<file path="src/rtl/tdc_pkg.sv">
// Shared widths, state encoding and a saturating-counter helper for the
// TDC timestamp path.
package tdc_pkg;

    localparam int COARSE_W = 24;
    localparam int FINE_W   = 8;
    localparam int TS_W     = COARSE_W + FINE_W;

    typedef enum logic {
        ST_IDLE = 1'b0,
        ST_WAIT = 1'b1
    } tdc_state_e;

    // At most two hits are lost in any one cycle, so a 2-bit increment is enough.
    function automatic logic [15:0] sat_add16(input logic [15:0] a, input logic [1:0] b);
        logic [16:0] s;
        s = {1'b0, a} + {15'b0, b};
        return s[16] ? 16'hFFFF : s[15:0];
    endfunction

endpackage

</file>
<file path="src/rtl/ts_fifo.sv">
// First-word-fall-through timestamp FIFO. dout and empty come straight from
// registers; dout keeps the last head value while the FIFO is empty.
module ts_fifo #(
    parameter int WIDTH = 32,
    parameter int DEPTH = 8
) (
    input  logic             clk,
    input  logic             rst,
    input  logic             push,
    input  logic             pop,
    input  logic [WIDTH-1:0] din,
    output logic [WIDTH-1:0] dout,
    output logic             empty,
    output logic             full
);

    localparam int AW = $clog2(DEPTH);

    logic [WIDTH-1:0] mem [DEPTH];
    logic [AW-1:0]    wr_ptr, rd_ptr, rd_next;
    logic [AW:0]      count, count_next;
    logic             valid_q;
    logic             push_ok, pop_ok;
    logic [WIDTH-1:0] head_next;

    assign empty   = ~valid_q;
    assign full    = (count == (AW+1)'(DEPTH));
    assign pop_ok  = pop && valid_q;
    // A full FIFO still accepts a push when the head leaves in the same cycle.
    assign push_ok = push && (!full || pop_ok);

    assign rd_next    = rd_ptr + AW'(pop_ok);
    assign count_next = count + (AW+1)'(push_ok) - (AW+1)'(pop_ok);
    // The new head is the incoming word only when it lands on the next read slot.
    assign head_next  = (push_ok && (wr_ptr == rd_next)) ? din : mem[rd_next];

    always_ff @(posedge clk) begin
        if (!rst && push_ok) begin
            mem[wr_ptr] <= din;
        end
    end

    always_ff @(posedge clk) begin
        if (rst) begin
            wr_ptr  <= '0;
            rd_ptr  <= '0;
            count   <= '0;
            valid_q <= 1'b0;
            dout    <= '0;
        end else begin
            if (push_ok) begin
                wr_ptr <= wr_ptr + AW'(1);
            end
            rd_ptr  <= rd_next;
            count   <= count_next;
            valid_q <= (count_next != '0);
            if (count_next != '0) begin
                dout <= head_next;
            end
        end
    end

endmodule

</file>
<file path="src/rtl/tdc_timestamp.sv">
// Pairs each hit's coarse time with the fine code from the decode stage and
// queues the {coarse, fine} timestamp; lost hits are counted in drop_count.
module tdc_timestamp #(
    parameter int COARSE_W   = tdc_pkg::COARSE_W,
    parameter int FINE_W     = tdc_pkg::FINE_W,
    parameter int FIFO_DEPTH = 8,
    parameter int TIMEOUT    = 15
) (
    input  logic                       clk,
    input  logic                       rst,
    input  logic                       hit_go,
    input  logic                       dec_finished,
    input  logic [FINE_W-1:0]          dec_code,
    output logic [COARSE_W+FINE_W-1:0] ts_data,
    output logic                       ts_valid,
    input  logic                       ts_ready,
    output logic                       busy,
    output logic                       overflow,
    output logic [15:0]                drop_count
);

    import tdc_pkg::*;

    localparam int WCNT_W = $clog2(TIMEOUT + 1);

    tdc_state_e          state, state_next;
    logic [COARSE_W-1:0] coarse, coarse_lat, coarse_lat_next;
    logic [WCNT_W-1:0]   wait_cnt, wait_cnt_next;
    logic                fsm_push;
    logic [1:0]          fsm_drops;
    logic                fifo_empty, fifo_full, pop, lost;
    logic [1:0]          drop_inc;

    // Handshake: an entry transfers on every clk edge where ts_valid && ts_ready;
    // ts_data/ts_valid are registered and never look at ts_ready.
    assign pop      = ts_valid && ts_ready;
    assign ts_valid = ~fifo_empty;
    assign busy     = (state == ST_WAIT);
    assign lost     = fsm_push && fifo_full && !pop;
    assign drop_inc = fsm_drops + {1'b0, lost};

    always_ff @(posedge clk) begin
        if (rst) begin
            coarse     <= '0;
            state      <= ST_IDLE;
            coarse_lat <= '0;
            wait_cnt   <= '0;
            overflow   <= 1'b0;
            drop_count <= '0;
        end else begin
            coarse     <= coarse + COARSE_W'(1);
            state      <= state_next;
            coarse_lat <= coarse_lat_next;
            wait_cnt   <= wait_cnt_next;
            overflow   <= overflow | lost;
            drop_count <= sat_add16(drop_count, drop_inc);
        end
    end

    always_comb begin
        state_next      = state;
        coarse_lat_next = coarse_lat;
        wait_cnt_next   = wait_cnt;
        fsm_push        = 1'b0;
        fsm_drops       = 2'd0;
        case (state)
            ST_IDLE: begin
                if (hit_go) begin
                    state_next      = ST_WAIT;
                    coarse_lat_next = coarse;
                    wait_cnt_next   = '0;
                end
            end
            ST_WAIT: begin
                if (dec_finished) begin
                    fsm_push   = 1'b1;
                    state_next = ST_IDLE;
                    fsm_drops  = {1'b0, hit_go};
                end else begin
                    wait_cnt_next = wait_cnt + WCNT_W'(1);
                    if (wait_cnt == WCNT_W'(TIMEOUT - 1)) begin
                        // Timed-out hit is lost, plus any hit arriving now.
                        state_next = ST_IDLE;
                        fsm_drops  = hit_go ? 2'd2 : 2'd1;
                    end else begin
                        fsm_drops  = {1'b0, hit_go};
                    end
                end
            end
            default: state_next = ST_IDLE;
        endcase
    end

    ts_fifo #(
        .WIDTH(COARSE_W + FINE_W),
        .DEPTH(FIFO_DEPTH)
    ) u_fifo (
        .clk  (clk),
        .rst  (rst),
        .push (fsm_push),
        .pop  (pop),
        .din  ({coarse_lat, dec_code}),
        .dout (ts_data),
        .empty(fifo_empty),
        .full (fifo_full)
    );

endmodule
</file>
<file path="config.mk">
export PLATFORM = sky130hd
export DESIGN_NAME = tdc_timestamp
export DESIGN_NICKNAME = d
export VERILOG_FILES = /design/src/rtl/tdc_pkg.sv /design/src/rtl/ts_fifo.sv /design/src/rtl/tdc_timestamp.sv
export SDC_FILE = /design/constraint.sdc
export NUM_CORES = 1
export LEC_CHECK = 0
export BUFFER_PORTS_ARGS = -buffer_cell sky130_fd_sc_hd__clkbuf_2
export CORE_UTILIZATION = 40
export DETAILED_ROUTE_END_ITERATION = 7
export PLACE_DENSITY = 0.54
export RECOVER_POWER = 50
export SLEW_MARGIN = 40
export SYNTH_ARGS = -nofsm -noshare
export SYNTH_HDL_FRONTEND = slang
export SYNTH_HIERARCHICAL = 1
export SYNTH_SLANG_ARGS = --single-unit
export TNS_END_PERCENT = 20
</file>
<file path="constraint.sdc">
create_clock -name clk -period 6.9 [get_ports clk]
set_input_delay 0.345 -clock clk [delete_from_list [all_inputs] [get_ports clk]]
set_output_delay 0.345 -clock clk [all_outputs]
set_load 0.02 [all_outputs]
</file>
==> qor.yml <==
diodes: 0
cp_num_buf_inv: 4
hold_buffers: 0
gp_congestion: 0.716
power_frac_clock_pct: 39.5
finalCritPeriodShare_pct: 65.3
crit_required_ns: 7.35
design.die.area_um2: 37700
routed_via_density: 5.42
wirelength_mm: 35.2
fp.coreArea_um2: 36500
synth_edf_count: 256
synthArstFlopShare_pct: 0
slew_headroom_pct: -151
final_util_pct: 46.6
cts_setup_buffers: 0
final_nets: 1176
path_cells: "clkbuf_2, clkbuf_1, nand2b_1, a21oi_4, buf_4, nand2_2, buf_4, nand3_1, a22oi_1"
grtUsageTotal_pct: 18.9
cts_resized: 0
start_util_pct: 40.5
p_per_area_nw_per_um2: 325
synth_fp_nets: 1115
htreeDepth: 2
synth.avg_cell_area_um2: 13.6
tightestPinTransition_ns: 3.77
cts_buffers: 41
rsz0062_at_grt: "no"
layout_common_cells: "edfxtp_1, mux2i_1, dfxtp_1"
end_kind: "flop"
p_comb_share_pct: 15.2
leakagePower_nw: 5.59
status: "complete, but fails checks"
p_int_mw: 4.03
final-max-slew-violation-count: 86
cp_slowest_cell: "clkbuf_1"
clk_pin_slew_ns: 0.06
p_sw_mw: 1.50
antenna_left: 0
drive_gt1_share_pct: 10.5
core.rowCount: 70
syn2layout_area_growth_pct: 15.1
sequentialPowerShare_pct: 45.4
clk_latency_ns: 0.54
cts-root-buf: "clkbuf_16"
yosys.cell_types.count: 50
switching_share_pct: 27.2
final_common_cell: "edfxtp_1"
grt_first_pass_wirelength_mm: 54.1
hold_class: "in2reg"
first_iter_violations: 552
fp.dieW_um: 194
ys_warn_count: 6
fmax_mhz: 222
cts_tree: "built"
path_class: "in2reg"
wl_per_cell_um: 21.3
io_buffers: 63
cpPeakStageDelay_ns: 2.65
num_vias: 8938
cp_common_cell: "buf_4"
ys_seq_area_share_pct: 67.3
firstDrtPassIters: 5
grt.overflow.total: 0
drcViolationCount: 0
io_pins: 64
violations: "capacitance limit, slew limit"
drv_cap: 1
critical-path-top-delay-family: "buffers and inverters"
cp_data_arrival_time_ns: 4.96
worst_slack_ns: 2.39
fin_setup_tns_ns: 0
finalClockSkew_ns: 0.0183
hold_viol: 0
synth_seq_cells: 369
netlist_instances: 1086
cts_max_path_buffers: 3
synthFlopType: "edfxtp_1"
cts.sinks: 369
grt_max_degree: 86
grt_pass1_vias: 9041
antenna_found_initial: 1
pre_cts_ws_ns: 3.13
fin_crit_ns: 4.51
setup_viol: 0
place_hpwl_mm: 18.9
synth.cell_area_um2: 14800
ir_drop_mv: 0.150
die_h_um: 194
start_kind: "primary input"
cp_max_fo: 85
[path summary, 6_finish.rpt]
kind | depth (start not counted) | startpoint | to | slack, ns
worst max register to register | 13 | u_fifo/valid_q | u_fifo/dout[24] | 3.25
worst max-delay path | 9 | rst | u_fifo/dout[3] | 2.39
worst min register to register | 2 | u_fifo/dout[17] | u_fifo/dout[17] | 0.45
worst min-delay path | 1 | dec_code[1] | u_fifo/mem[4][1] | 0.18
[cells by family after synthesis]
group | count (synthesis) | share of synthesized area, %
fa+ha+maj | 16 | 1.46
xor+xnor | 32 | 2.00
mux | 130 | 8.83
simple gates | 257 | 8.93
flops | 369 | 67.3
buf+inv | 80 | 2.25
compound gates | 202 | 9.20
[synthesized netlist by cell type (4+ instances only)]
cell	instances	share of area, %
nand4_1	11	0.47
nor2_1	29	0.74
a21oi_1	50	1.7
clkbuf_1	45	1.1
mux2i_1	129	8.7
buf_2	23	0.78
nor2b_1	14	0.59
o21ai_0	13	0.44
dfxtp_1	113	15
nand2b_1	4	0.17
nand3_1	29	0.98
or3_1	4	0.17
a32oi_1	32	1.9
o21ai_1	18	0.61
xnor2_1	12	0.71
and2_1	24	1.0
inv_1	11	0.28
ha_1	14	1.2
or2_2	4	0.17
a22oi_1	76	3.9
nor3_1	7	0.24
xor2_1	19	1.1
nand2_1	101	2.6
and4_1	6	0.36
edfxtp_1	256	52
[layer usage]
layer	vias up	share of wire (%)	track usage, %
li1	4249	-	-
met1	4463	47	25.8
met2	178	47	30.9
met3	46	4.1	3.04
met4	2	1.8	5.32
met5	-	0.034	0
[stage by stage]
step                      total power [mW]  hold slack [ns]  cells  instance area, um^2
after floorplan                       3.06            0.438   1086                14800
after global placement                3.40            0.446   1571                15700
after detailed placement              3.42            0.441   1572                15700
after CTS                             5.61           0.0892   1648                17100
after global routing                  5.76            0.180   1648                17000
final                                 5.53            0.184   1648                17000
[power by group through the flow]
stage | registers, mW | clock network (mW) | logic [mW]
after floorplan | 2.61 | 0 | 0.449
after global placement | 2.56 | 0 | 0.843
after detailed placement | 2.56 | 0 | 0.863
after CTS | 2.51 | 2.23 | 0.865
after global routing | 2.52 | 2.32 | 0.918
final | 2.51 | 2.18 | 0.841
[registers in the layout, summed over array words and instances (netlist names)]
register and cells:
busy 1, coarse 24, coarse_lat 24, drop_count 16, overflow 1, u_fifo/count 4, u_fifo/dout 32, u_fifo/mem 256
u_fifo/rd_ptr 3, u_fifo/valid_q 1, u_fifo/wr_ptr 3, wait_cnt 4
[area by class of cell]
| type | instances | area [um^2] |
|---|---|---|
| clock buffers | 63 | 1260 |
| repair buffers | 87 | 438 |
| inverters | 11 | 41.3 |
| flip-flops and latches | 369 | 9950 |
| fillers | 3268 | 19500 |
| multi-input cells | 637 | 4610 |
| well taps | 468 | 586 |
| clock inverters | 13 | 116 |
[worst reg2reg max path: cells and delay by family, from the launching register on]
family	cells	cell delay (ns)
DFF	1	0.31
buffers and inverters	4	0.99
adders and majority gates	2	0.94
and+or+nand+nor	4	0.67
AOI/OAI and AO/OA	2	0.43
xor gates and xnor gates	1	0.21
Power figures use the tool's default switching activity.
